### config.mk
export PLATFORM = sky130hd
export DESIGN_NAME = ddr3_ui_arbiter_flat
export DESIGN_NICKNAME = d
export VERILOG_FILES = /design/src/rtl/ddr3_ui_arbiter_if.sv /design/src/rtl/ddr3_ui_arbiter.sv /design/src/flat_wrapper.sv
export SDC_FILE = /design/constraint.sdc
export NUM_CORES = 1
export LEC_CHECK = 0
export BUFFER_PORTS_ARGS = -buffer_cell sky130_fd_sc_hd__buf_2
export CAP_MARGIN = 10
export CORE_AREA = 2 2 666 668
export DETAILED_ROUTE_END_ITERATION = 6
export DIE_AREA = 0 0 668 670
export GPL_TIMING_DRIVEN = 0
export SYNTH_ARGS = -nofsm -noshare
export SYNTH_HDL_FRONTEND = slang
export SYNTH_SLANG_ARGS = --single-unit
### constraint.sdc
create_clock -name clk -period 2.8 [get_ports clk]
set_clock_uncertainty 0.05 [all_clocks]
set_input_delay 0.42 -clock clk [delete_from_list [all_inputs] [get_ports clk]]
set_output_delay 0.42 -clock clk [all_outputs]
set_load 0.005 [all_outputs]
### src/rtl/ddr3_ui_arbiter_if.sv
// Requester-side handshake bundle for the DDR3 UI arbiter: one command
// channel in, an accept strobe and a registered read-return channel out.
interface ddr3_ui_arbiter_if #(
  parameter int ADDR_WIDTH = 30,
  parameter int DATA_WIDTH = 256
);
  logic                  valid;
  logic [2:0]            cmd;
  logic [ADDR_WIDTH-1:0] addr;
  logic [DATA_WIDTH-1:0] wdata;
  logic                  ack;
  logic                  rd_valid;
  logic [DATA_WIDTH-1:0] rd_data;

  modport master (
    output valid, cmd, addr, wdata,
    input  ack, rd_valid, rd_data
  );

  modport slave (
    input  valid, cmd, addr, wdata,
    output ack, rd_valid, rd_data
  );
endinterface

### src/rtl/ddr3_ui_arbiter.sv
// Two-port round-robin arbiter in front of a MIG DDR3 UI port: one BL8 command
// at a time, write beat ahead of its command, in-order tag FIFO for read returns.
//
// state  | meaning
// IDLE   | waiting for calib_done and an eligible requester
// WDATA  | presenting the write beat until app_wdf_rdy
// CMD    | presenting the command until app_rdy; ack fires on acceptance
module ddr3_ui_arbiter #(
  parameter int ADDR_WIDTH = 30,
  parameter int DATA_WIDTH = 256,
  parameter int TAG_DEPTH  = 16
) (
  input  logic                          clk,
  input  logic                          reset,
  input  logic                          calib_done,
  ddr3_ui_arbiter_if.slave              r0,
  ddr3_ui_arbiter_if.slave              r1,
  input  logic                          app_rdy,
  input  logic                          app_wdf_rdy,
  input  logic                          app_rd_data_valid,
  input  logic [DATA_WIDTH-1:0]         app_rd_data,
  output logic                          app_en,
  output logic                          app_wdf_wren,
  output logic                          app_wdf_end,
  output logic [2:0]                    app_cmd,
  output logic [ADDR_WIDTH-1:0]         app_addr,
  output logic [DATA_WIDTH-1:0]         app_wdf_data,
  output logic [DATA_WIDTH/8-1:0]       app_wdf_mask,
  output logic [$clog2(TAG_DEPTH):0]    rd_outstanding,
  output logic                          err_tag
);

  localparam int CW = $clog2(TAG_DEPTH) + 1;
  localparam int PW = (TAG_DEPTH > 1) ? $clog2(TAG_DEPTH) : 1;
  localparam logic [CW-1:0] FULL = CW'(TAG_DEPTH);
  localparam logic [2:0] CMD_WR = 3'b000;
  localparam logic [2:0] CMD_RD = 3'b001;

  typedef enum logic [1:0] {S_IDLE, S_WDATA, S_CMD} state_t;

  state_t                state_q, state_d;
  logic                  grant_q, grant_d;
  logic                  last_q, last_d;
  logic                  en_q, en_d;
  logic                  wren_q, wren_d;
  logic [2:0]            cmd_q, cmd_d;
  logic [ADDR_WIDTH-1:0] addr_q, addr_d;
  logic [DATA_WIDTH-1:0] wdata_q, wdata_d;

  logic [TAG_DEPTH-1:0]  tag_q, tag_d;
  logic [PW-1:0]         wptr_q, wptr_d;
  logic [PW-1:0]         rptr_q, rptr_d;
  logic [CW-1:0]         cnt_q, cnt_d;
  logic                  err_q, err_d;
  logic                  rdv0_q, rdv0_d;
  logic                  rdv1_q, rdv1_d;
  logic [DATA_WIDTH-1:0] rdata_q, rdata_d;

  logic                  elig0, elig1, pick, accept, push, pop, pop_tag;
  logic [2:0]            sel_cmd;
  logic [ADDR_WIDTH-1:0] sel_addr;
  logic [DATA_WIDTH-1:0] sel_wdata;

  always_comb begin
    elig0     = r0.valid && ((r0.cmd == CMD_WR) || (cnt_q < FULL));
    elig1     = r1.valid && ((r1.cmd == CMD_WR) || (cnt_q < FULL));
    // With both eligible the one not granted last wins; otherwise the lone one.
    pick      = (elig0 && elig1) ? ~last_q : elig1;
    sel_cmd   = pick ? r1.cmd   : r0.cmd;
    sel_addr  = pick ? r1.addr  : r0.addr;
    sel_wdata = pick ? r1.wdata : r0.wdata;
    accept    = (state_q == S_CMD) && app_rdy;
    push      = accept && (cmd_q == CMD_RD);
    pop       = app_rd_data_valid && (cnt_q != '0);
    pop_tag   = tag_q[rptr_q];
  end

  always_comb begin
    state_d = state_q;
    grant_d = grant_q;
    last_d  = last_q;
    en_d    = en_q;
    wren_d  = wren_q;
    cmd_d   = cmd_q;
    addr_d  = addr_q;
    wdata_d = wdata_q;
    case (state_q)
      S_IDLE: begin
        if (calib_done && (elig0 || elig1)) begin
          grant_d = pick;
          last_d  = pick;
          cmd_d   = (sel_cmd == CMD_WR) ? CMD_WR : CMD_RD;
          addr_d  = sel_addr;
          wdata_d = sel_wdata;
          if (sel_cmd == CMD_WR) begin
            state_d = S_WDATA;
            wren_d  = 1'b1;
          end else begin
            state_d = S_CMD;
            en_d    = 1'b1;
          end
        end
      end
      S_WDATA: begin
        if (app_wdf_rdy) begin
          state_d = S_CMD;
          wren_d  = 1'b0;
          en_d    = 1'b1;
        end
      end
      S_CMD: begin
        if (app_rdy) begin
          state_d = S_IDLE;
          en_d    = 1'b0;
        end
      end
      default: begin
        state_d = S_IDLE;
        en_d    = 1'b0;
        wren_d  = 1'b0;
      end
    endcase
  end

  always_comb begin
    tag_d  = tag_q;
    wptr_d = wptr_q;
    rptr_d = rptr_q;
    cnt_d  = cnt_q;
    if (push) begin
      tag_d[wptr_q] = grant_q;
      wptr_d        = wptr_q + PW'(1);
    end
    if (pop) begin
      rptr_d = rptr_q + PW'(1);
    end
    case ({push, pop})
      2'b10:   cnt_d = cnt_q + CW'(1);
      2'b01:   cnt_d = cnt_q - CW'(1);
      default: cnt_d = cnt_q;
    endcase
    rdv0_d  = pop && !pop_tag;
    rdv1_d  = pop && pop_tag;
    rdata_d = pop ? app_rd_data : rdata_q;
    // Data with no tag to route it has nowhere to go; drop it and flag.
    err_d   = err_q || (app_rd_data_valid && (cnt_q == '0));
  end

  always_ff @(posedge clk) begin
    if (reset) begin
      state_q <= S_IDLE;
      grant_q <= 1'b0;
      last_q  <= 1'b1;
      en_q    <= 1'b0;
      wren_q  <= 1'b0;
      cmd_q   <= '0;
      addr_q  <= '0;
      wdata_q <= '0;
      tag_q   <= '0;
      wptr_q  <= '0;
      rptr_q  <= '0;
      cnt_q   <= '0;
      err_q   <= 1'b0;
      rdv0_q  <= 1'b0;
      rdv1_q  <= 1'b0;
      rdata_q <= '0;
    end else begin
      state_q <= state_d;
      grant_q <= grant_d;
      last_q  <= last_d;
      en_q    <= en_d;
      wren_q  <= wren_d;
      cmd_q   <= cmd_d;
      addr_q  <= addr_d;
      wdata_q <= wdata_d;
      tag_q   <= tag_d;
      wptr_q  <= wptr_d;
      rptr_q  <= rptr_d;
      cnt_q   <= cnt_d;
      err_q   <= err_d;
      rdv0_q  <= rdv0_d;
      rdv1_q  <= rdv1_d;
      rdata_q <= rdata_d;
    end
  end

  assign app_en         = en_q;
  assign app_wdf_wren   = wren_q;
  assign app_wdf_end    = wren_q;
  assign app_cmd        = cmd_q;
  assign app_addr       = addr_q;
  assign app_wdf_data   = wdata_q;
  assign app_wdf_mask   = '0;
  assign rd_outstanding = cnt_q;
  assign err_tag        = err_q;

  assign r0.ack      = accept && !grant_q;
  assign r1.ack      = accept && grant_q;
  assign r0.rd_valid = rdv0_q;
  assign r1.rd_valid = rdv1_q;
  assign r0.rd_data  = rdata_q;
  assign r1.rd_data  = rdata_q;

endmodule

### src/flat_wrapper.sv
// flat-port wrapper written by rule: the top's interface ports become plain ports
module ddr3_ui_arbiter_flat 
#(
  parameter int ADDR_WIDTH = 30,
  parameter int DATA_WIDTH = 256,
  parameter int TAG_DEPTH  = 16
)
  (clk, reset, calib_done, app_rdy, app_wdf_rdy, app_rd_data_valid, app_rd_data, app_en, app_wdf_wren, app_wdf_end, app_cmd, app_addr, app_wdf_data, app_wdf_mask, rd_outstanding, err_tag, r0_valid, r0_cmd, r0_addr, r0_wdata, r0_ack, r0_rd_valid, r0_rd_data, r1_valid, r1_cmd, r1_addr, r1_wdata, r1_ack, r1_rd_valid, r1_rd_data);
  ddr3_ui_arbiter_if #(.ADDR_WIDTH(ADDR_WIDTH), .DATA_WIDTH(DATA_WIDTH)) r0_i ();
  ddr3_ui_arbiter_if #(.ADDR_WIDTH(ADDR_WIDTH), .DATA_WIDTH(DATA_WIDTH)) r1_i ();
  input  logic clk;
  input  logic reset;
  input  logic calib_done;
  input  logic app_rdy;
  input  logic app_wdf_rdy;
  input  logic app_rd_data_valid;
  input  logic [DATA_WIDTH-1:0] app_rd_data;
  output logic app_en;
  output logic app_wdf_wren;
  output logic app_wdf_end;
  output logic [2:0] app_cmd;
  output logic [ADDR_WIDTH-1:0] app_addr;
  output logic [DATA_WIDTH-1:0] app_wdf_data;
  output logic [DATA_WIDTH/8-1:0] app_wdf_mask;
  output logic [$clog2(TAG_DEPTH):0] rd_outstanding;
  output logic err_tag;
  input wire logic [$bits(r0_i.valid)-1:0] r0_valid;
  input wire logic [$bits(r0_i.cmd)-1:0] r0_cmd;
  input wire logic [$bits(r0_i.addr)-1:0] r0_addr;
  input wire logic [$bits(r0_i.wdata)-1:0] r0_wdata;
  output wire logic [$bits(r0_i.ack)-1:0] r0_ack;
  output wire logic [$bits(r0_i.rd_valid)-1:0] r0_rd_valid;
  output wire logic [$bits(r0_i.rd_data)-1:0] r0_rd_data;
  input wire logic [$bits(r1_i.valid)-1:0] r1_valid;
  input wire logic [$bits(r1_i.cmd)-1:0] r1_cmd;
  input wire logic [$bits(r1_i.addr)-1:0] r1_addr;
  input wire logic [$bits(r1_i.wdata)-1:0] r1_wdata;
  output wire logic [$bits(r1_i.ack)-1:0] r1_ack;
  output wire logic [$bits(r1_i.rd_valid)-1:0] r1_rd_valid;
  output wire logic [$bits(r1_i.rd_data)-1:0] r1_rd_data;
  assign r0_i.valid = r0_valid;
  assign r0_i.cmd = r0_cmd;
  assign r0_i.addr = r0_addr;
  assign r0_i.wdata = r0_wdata;
  assign r0_ack = r0_i.ack;
  assign r0_rd_valid = r0_i.rd_valid;
  assign r0_rd_data = r0_i.rd_data;
  assign r1_i.valid = r1_valid;
  assign r1_i.cmd = r1_cmd;
  assign r1_i.addr = r1_addr;
  assign r1_i.wdata = r1_wdata;
  assign r1_ack = r1_i.ack;
  assign r1_rd_valid = r1_i.rd_valid;
  assign r1_rd_data = r1_i.rd_data;
  ddr3_ui_arbiter #(.ADDR_WIDTH(ADDR_WIDTH), .DATA_WIDTH(DATA_WIDTH), .TAG_DEPTH(TAG_DEPTH)) u_core (.clk(clk), .reset(reset), .calib_done(calib_done), .r0(r0_i), .r1(r1_i), .app_rdy(app_rdy), .app_wdf_rdy(app_wdf_rdy), .app_rd_data_valid(app_rd_data_valid), .app_rd_data(app_rd_data), .app_en(app_en), .app_wdf_wren(app_wdf_wren), .app_wdf_end(app_wdf_end), .app_cmd(app_cmd), .app_addr(app_addr), .app_wdf_data(app_wdf_data), .app_wdf_mask(app_wdf_mask), .rd_outstanding(rd_outstanding), .err_tag(err_tag));
endmodule
==> results of run 1 <==
==> logic make-up after synthesis <==
family,count (synthesis)
AO/OA/AOI/OAI,862
XOR/XNOR,8
adder cells (fa/ha/maj),10
buffers and inverters,555
flip-flops,581
multiplexers,24
other,1
AND/OR/NAND/NOR,1176
==> metal layers <==
| layer | vias to the layer above | global-route usage | wire length, microns |
|---|---|---|---|
| met4 | 94 | 0.0670 | 20000 |
| met1 | 16700 | 0.142 | 112000 |
| li1 | 15700 | - | - |
| met3 | 778 | 0.0721 | 42700 |
| met2 | 2397 | 0.289 | 186000 |
| met5 | - | 0 | 602 |
==> placed cells by master (no fill, tap or decap), types with 4 or more instances in the layout <==
cell type and instances:
clkbuf_4 10, bufinv_16 7, clkinvlp_4 5, nand4_1 5, buf_8 19, inv_1 4, ha_1 6, dfxtp_1 578
clkinv_2 9, buf_12 5, clkbuf_1 122, inv_6 7, a21oi_1 458, buf_4 315, mux2i_1 17, diode_2 109
dlygate4sd3_1 708, conb_1 34, o31ai_1 4, a21oi_4 32, clkbuf_2 16, buf_6 16, nor3_1 5, a211oi_1 286
nor2_1 322, xor2_1 6, nand2_1 808, clkbuf_16 84, buf_2 1741, a21oi_2 62, nand3_1 12, nor2b_1 6
clkbuf_8 16, mux4_2 5
==> area by class of cell <==
class / count / area share
Buffer: 549 / 0.0668
Timing Repair Buffer: 2402 / 0.304
Multi-Input combinational cell: 2114 / 0.209
Tap cell: 5904 / 0.141
Clock inverter: 30 / 0.00713
Sequential cell: 581 / 0.222
Clock buffer: 108 / 0.0444
Antenna cell: 109 / 0.00520
Inverter: 5 / 0.000668
==> sequential cells by signal, summed over array words and instances, names as in the netlist, 2 cells and up <==
register and count:
u_core.state_q 2, u_core.tag_q 16, u_core.wptr_q 4, u_core.app_addr 30, u_core.rptr_q 4, u_core.r0.rd_data 256
u_core.rd_outstanding 5, u_core.app_wdf_data 256
==> what timing repair did <==
item	in CTS	in global routing
setup endpoints to repair	549	55
hold buffers	708	0
gates cloned	0	0
endpoints found under the hold margin	548	0
pin swaps	8	4
resized for setup	168	40
setup buffers	11	4
==> metrics by stage <==
| stage | power (mW) | setup WS, ps |
|---|---|---|
| 6_report | 29.3 | -419 |
| 4_1_cts | 29.9 | -467 |
| 3_5_place_dp | 17.3 | -1740 |
| 2_1_floorplan | 12.1 | -73.0 |
| 3_3_place_gp | 17.1 | -2800 |
| 5_1_grt | 30.5 | -484 |
==> worst max-delay path: stages, from the launching register on <==
cell and delay [ps]:
dfxtp_4 340, or4_4 560, o21ai_4 160, buf_12 160, inv_16 30, clkbuf_16 150
ha_4 190, fa_2 340, a21o_1 190, a21oi_2 180, mux2i_4 340, mux2_4 350
==> power by group <==
group          switching (mW)  internal, mW  total [mW]
clock network            4.62          6.49        11.1
registers               0.643          9.01        9.65
logic                    5.44          3.13        8.57
total                    10.7          18.6        29.3
==> worst min-delay path by stage <==
stage	endpoint	cells after the start	slack (ps)
after CTS	u_core.app_wdf_data[29]	3	1
after global placement	u_core.app_en	2	400
after detailed placement	u_core.app_en	2	400
after floorplan	u_core.app_en	2	400
final	u_core.app_wdf_data[228]	3	60
after global routing	u_core.app_wdf_data[27]	3	40
==> summary.md, run 1 <==
| Metric | Value |
|---|---|
| Result of the run | finished, violations left |
| Violated checks | negative setup slack |
| Worst reg2reg path depth | 11 |
| Number of enable flip-flop cells after synthesis | 0 |
| Number of top-level pins | 1688 |
| Critical setup path kind | register to register |
| Final clock period utilization by the worst path | 1.15 |
| Worst slew margin relative to its limit | 0.0783 |
| Chip width | 668 microns |
| Peak VDD IR | 0.000457 V |
| Clock period minus final worst setup slack | 3220 ps |
| Most used standard cell by instance count after synthesis | nand2_1 |
| Hold Worst Slack | 61.1 ps |
| Effective utilization at floorplan | 0.0571 |
| Remaining design rule violation count | 0 |
| Post-Synthesis Cells | 3217 |
| Wire length of the first global-routing pass | 432000 microns |
| TritonCTS Buffers | 82 |
| TNS Setup | -629 ps |
| Number of clock sinks | 581 |
| Largest family of logic cells by synthesized area | compound AO/OA/AOI/OAI gates |
| Sequential cell area fraction in the yosys report | 0.463 |
| Main synth FF type | dfxtp_1 |
| Number of placed instances with taps included | 10800 |
| CTS H-tree depth | 3 |
| Full die area | 448000 sq um |
| Total non-filler cell area in the finished layout | 52500 sq um |
| Pin count of the biggest net entering global routing | 13 |
| Proportion of layout cells with a drive suffix above 1 | 0.410 |
| End-of-flow core utilization | 0.119 |
| Final setup violation count | 7 |
| Unrepaired setup endpoints after global routing | yes |
| Top fanout value on the critical path | 3 |
| Slew of the pin with the lowest slew margin | 1380 ps |
| Fraction of post-synthesis cell area in the top cell type by area | 0.463 |
| Die Span Y | 670 microns |
| Power density of the placed cells | 559 nW/um^2 |
| Average wire per standard cell | 30.6 microns |
| Reported leakage power | 22.8 nW |
| Worst hold path type | input pin to register |
| Routed via count | 35700 |
| Post-detailed-route count of antenna-violating nets | 0 |
| Root buf cell | clkbuf_16 |
| Cell area after synthesis | 25100 sq um |
| Post-synthesis register bit count | 581 |
| Placed wire-length estimate after detailed placement | 325000 microns |
| Dominant cell type by area after synthesis | dfxtp_1 |
| Source of the critical timing path | u_core.rd_outstanding[1] |
| Fill cell total of the finished layout | 51100 |
| Ys async rst share | 0 |
| Clock edge transition at the registers on the reported setup and hold paths | 70 ps |
| Number of warnings issued by yosys | 0 |
| Remaining global-route overflow | 0 |
| Number of library cell types mapped by synthesis | 49 |
| Placer Congestion | 1.05 |
| Setup crit start kind | register |
| Kind of capture point of the worst setup path | register |
| Synth top cells by count | nand2_1 (810), dfxtp_1 (581), a21oi_1 (552) |
| Clock buffer depth | 4 |
| Post-Synth Simple-Gate Area | 0.180 |
| Final WL | 362000 microns |
| Area Overhead vs Synth | 109% |
| Timing endpoint of the critical path | u_core.rd_outstanding[4] |
| Endpoint of the worst register-to-register path | u_core.rd_outstanding[4] |
| Max-capacitance violation count | 0 |
| Share of cell area taken by muxes after synthesis | 0.0121 |
| Synth area leaders | dfxtp_1 (46%), nand2_1 (12%), a21oi_1 (11%), buf_4 (8.8%), a211oi_1 (8.5%) |
| Starting DRC count in detailed routing | 2957 |
| Clock tree from TritonCTS | built |
| Adder-Cell Fraction of Synth Area | 0.00528 |
| Number of placement rows | 244 |
| Final cell count without fillers | 11800 |
| Count of final hold-check violations | 0 |
| Nets | 6587 |
| Count of TritonRoute iterations in the first routing pass | 5 |
| Average via count per standard cell | 3.02 |
| Average cell area after synthesis | 7.81 sq um |
| Critical path required time | 3390 ps |
| Area fraction in compound gates after synthesis | 0.204 |
| Core Region | 440000 sq um |
| PortBufs | 1652 |
| Overall fraction of global-route tracks in use | 0.155 |
| Area of the multi-input gates | 11000 sq um |
| Arrival time of the worst setup path | 3810 ps |
| Maximum clock rate | 311 MHz |
| Worst reg2reg setup slack | -420 ps |
| Cell Area, Placed | 41400 sq um |
| Final setup slack of the worst path | -419 ps |
| Max-slew violation total from the final report | 0 |
| Via count of the first global-routing pass | 33900 |
| Origin of the critical flop-to-flop path | u_core.rd_outstanding[1] |
| Worst Hold Launch | r1_wdata[228] |
| Sequential cell area | 11600 sq um |
| Initial antenna violation count | 261 |
| Parity-gate share of the synthesized area counting xor and xnor cells | 0.00279 |
| Clock insertion delay at the later pin of the skew report | 800 ps |
Note: power is estimated with default switching activity, not from simulation.
==> run 2: changes to the inputs <==
--- a/config.mk
+++ b/config.mk
@@ -8,7 +8,7 @@
 export BUFFER_PORTS_ARGS = -buffer_cell sky130_fd_sc_hd__buf_2
 export CAP_MARGIN = 10
-export CORE_AREA = 2 2 666 668
+export CORE_AREA = 3 3 647 649
 export DETAILED_ROUTE_END_ITERATION = 6
-export DIE_AREA = 0 0 668 670
+export DIE_AREA = 0 0 650 652
 export GPL_TIMING_DRIVEN = 0
 export SYNTH_ARGS = -nofsm -noshare
==> constraint.sdc (replaced) <==
create_clock -name clk -period 2.6 [get_ports clk]
set_clock_uncertainty 0.05 [all_clocks]
set_input_delay 0.13 -clock clk [delete_from_list [all_inputs] [get_ports clk]]
set_output_delay 0.13 -clock clk [all_outputs]
set_load 0.005 [all_outputs]
==> summary.md, run 2 (synthesis results as in run 1) <==
| Metric | Value |
|---|---|
| Proportion of layout cells with a drive suffix above 1 | 0.403 (was 0.410) |
| Core Region | 413000 sq um (was 440000 sq um) |
| Remaining design rule violation count | 0 (unchanged) |
| Commonest non-fill, non-tap cells in the layout | buf_2 (1704), dlygate4sd3_1 (866), nand2_1 (802) (was buf_2 (1741), nand2_1 (808), dlygate4sd3_1 (708)) |
| Routed via count | 36800 (was 35700) |
| Count of TritonRoute iterations in the first routing pass | 6 (was 5) |
| Fill cell total of the finished layout | 47500 (was 51100) |
| Clock insertion delay at the later pin of the skew report | 800 ps (about the same) |
| Tot Pwr | 32.2 mW (was 29.3 mW) |
| Maximum clock rate | 306 MHz (was 311 MHz) |
| Clock tree from TritonCTS | built (unchanged) |
| Kind of capture point of the worst setup path | register (unchanged) |
| Max incr delay on CP | 570 ps (was 560 ps) |
| Most frequent standard cell in the layout excluding fill and tap cells | buf_2 (unchanged) |
| Seq pwr share | 0.322 (was 0.329) |
| Critical path required time | 3240 ps (was 3390 ps) |
| Setup crit start kind | register (unchanged) |
| Final clock period utilization by the worst path | 1.26 (was 1.15) |
| End-of-flow core utilization | 0.131 (was 0.119) |
| Remaining global-route overflow | 0 (unchanged) |
| Count of final hold-check violations | 0 (unchanged) |
| Final setup slack of the worst path | -671 ps (was -419 ps) |
| Chip width | 650 microns (was 668 microns) |
| Total net switching power | 11.7 mW (was 10.7 mW) |
| Placer Congestion | 1.09 (was 1.05) |
| Clock edge transition at the registers on the reported setup and hold paths | 60 ps (was 70 ps) |
| Die Span Y | 652 microns (was 670 microns) |
| Worst slew margin relative to its limit | 0.184 (was 0.0783) |
| Number of placed instances with taps included | 10400 (was 10800) |
| CTS H-tree depth | 3 (unchanged) |
| Clock period minus final worst setup slack | 3270 ps (was 3220 ps) |
| Critical setup path kind | register to register (unchanged) |
| Top fanout value on the critical path | 4 (was 3) |
| Internal Dissipation | 20.5 mW (was 18.6 mW) |
| Final setup violation count | 177 (was 7) |
| Overall fraction of global-route tracks in use | 0.167 (was 0.155) |
| Wire length of the first global-routing pass | 446000 microns (was 432000 microns) |
| Unrepaired setup endpoints after global routing | yes (unchanged) |
| Worst path slowest cell | or4_4 (unchanged) |
| Cell Area, Placed | 40800 sq um (was 41400 sq um) |
| Final cell count without fillers | 11600 (was 11800) |
| Root buf cell | clkbuf_16 (unchanged) |
| Number of clock sinks | 581 (unchanged) |
| Violated checks | negative setup slack (unchanged) |
| Reported leakage power | 23.6 nW (was 22.8 nW) |
| Result of the run | finished, violations left (unchanged) |
| Number of top-level pins | 1688 (unchanged) |
| Switching power share of the total | 0.362 (was 0.365) |
| TritonCTS Buffers | 84 (was 82) |
| Number of placement rows | 236 (was 244) |
| Total non-filler cell area in the finished layout | 54000 sq um (was 52500 sq um) |
| Pin count of the biggest net entering global routing | 14 (was 13) |
| Post-detailed-route count of antenna-violating nets | 0 (unchanged) |
| Clock buffer depth | 4 (unchanged) |
| Cell chain of the critical path | or4_4 -> o21ai_4 -> buf_12 -> inv_16 -> clkbuf_16 -> ha_4 -> fa_2 -> a21o_1 -> a21oi_2 -> mux2i_4 -> mux2_4 (unchanged) |
| Max-slew violation total from the final report | 0 (unchanged) |
| Arrival time of the worst setup path | 3910 ps (was 3810 ps) |
| Power density of the placed cells | 597 nW/um^2 (was 559 nW/um^2) |
| Placed wire-length estimate after detailed placement | 333000 microns (was 325000 microns) |
| Average via count per standard cell | 3.18 (was 3.02) |
| Combinational fraction of design power | 0.301 (was 0.292) |
| Initial antenna violation count | 268 (was 261) |
| Nets | 6741 (was 6587) |
| Peak VDD IR | 0.000415 V (was 0.000457 V) |
| Area Overhead vs Synth | 115% (was 109%) |
| Full die area | 424000 sq um (was 448000 sq um) |
| PortBufs | 1652 (unchanged) |
| Final WL | 371000 microns (was 362000 microns) |
| Starting DRC count in detailed routing | 2921 (was 2957) |
| Max-capacitance violation count | 0 (unchanged) |
| Proportion of power drawn by the clock network | 0.377 (was 0.379) |
| Via count of the first global-routing pass | 35300 (was 33900) |
| Effective utilization at floorplan | 0.0608 (was 0.0571) |
| Slew of the pin with the lowest slew margin | 1220 ps (was 1380 ps) |
| Worst hold path type | input pin to register (unchanged) |
| Average wire per standard cell | 32.1 microns (was 30.6 microns) |
[run 2: layout make-up]
class	instances	area, sq um	area share
Sequential cell	581	11600	0.216
Timing Repair Buffer	2554	17400	0.323
Multi-Input combinational cell	2114	11100	0.205
Buffer	549	3800	0.0705
Tap cell	5474	6850	0.127
Clock inverter	31	409	0.00758
Clock buffer	114	2400	0.0444
Antenna cell	145	363	0.00672
Inverter	5	35.0	0.000649
[run 2: per-stage QoR]
stage / hold slack [ps] / TNS (ps) / worst slack (ps)
floorplan: 216 / -273 / -273
global placement: 326 / -1060330 / -2980
detailed placement: 326 / -846800 / -2250
CTS: 0.803 / -112860 / -778
global route: 47.6 / -42520 / -788
finish: 83.2 / -18320 / -671
[run 2: what timing repair did]
action,in CTS,in global routing
buffers inserted,13,3
hold endpoints to repair,556,1
endpoints found under the setup margin,571,523
hold buffers,865,1
resized for setup,246,120
pin swaps,35,6
[run 2: layer usage]
metal | up-vias | track usage | share of wire
li1 | 16100 | - | -
met3 | 782 | 0.0747 | 0.11
met5 | - | 0 | 0.0021
met4 | 122 | 0.0788 | 0.060
met2 | 2361 | 0.306 | 0.51
met1 | 17500 | 0.159 | 0.32
[run 2: worst paths after layout]
path	end	start	cells past startpoint	slack [ps]
worst max-delay path	u_core.rd_outstanding[4]	u_core.rd_outstanding[1]	11	-670
worst min-delay path	u_core.app_wdf_data[147]	r0_wdata[147]	4	80
worst max register to register	u_core.rd_outstanding[4]	u_core.rd_outstanding[1]	11	-670
worst min register to register	u_core.app_en	u_core.app_en	2	400
[run 2: power groups by stage]
| stage | Combinational, mW | Sequential (mW) | Clock [mW] |
|---|---|---|---|
| 2_1_floorplan | 2.61 | 10.4 | 0 |
| 3_3_place_gp | 7.86 | 10.5 | 0 |
| 3_5_place_dp | 7.99 | 10.5 | 0 |
| 4_1_cts | 9.84 | 10.4 | 12.5 |
| 5_1_grt | 10.3 | 10.4 | 12.7 |
| 6_report | 9.70 | 10.4 | 12.1 |
[run 2: critical path: cells and delay by family (launching register included)]
family                   cells  cell delay (ps)
multiplexers                 2              700
AND/OR/NAND/NOR              1              570
AO/OA/AOI/OAI                3              520
adder cells (fa/ha/maj)      2              510
buffers and inverters        3              380
flip-flops                   1              350
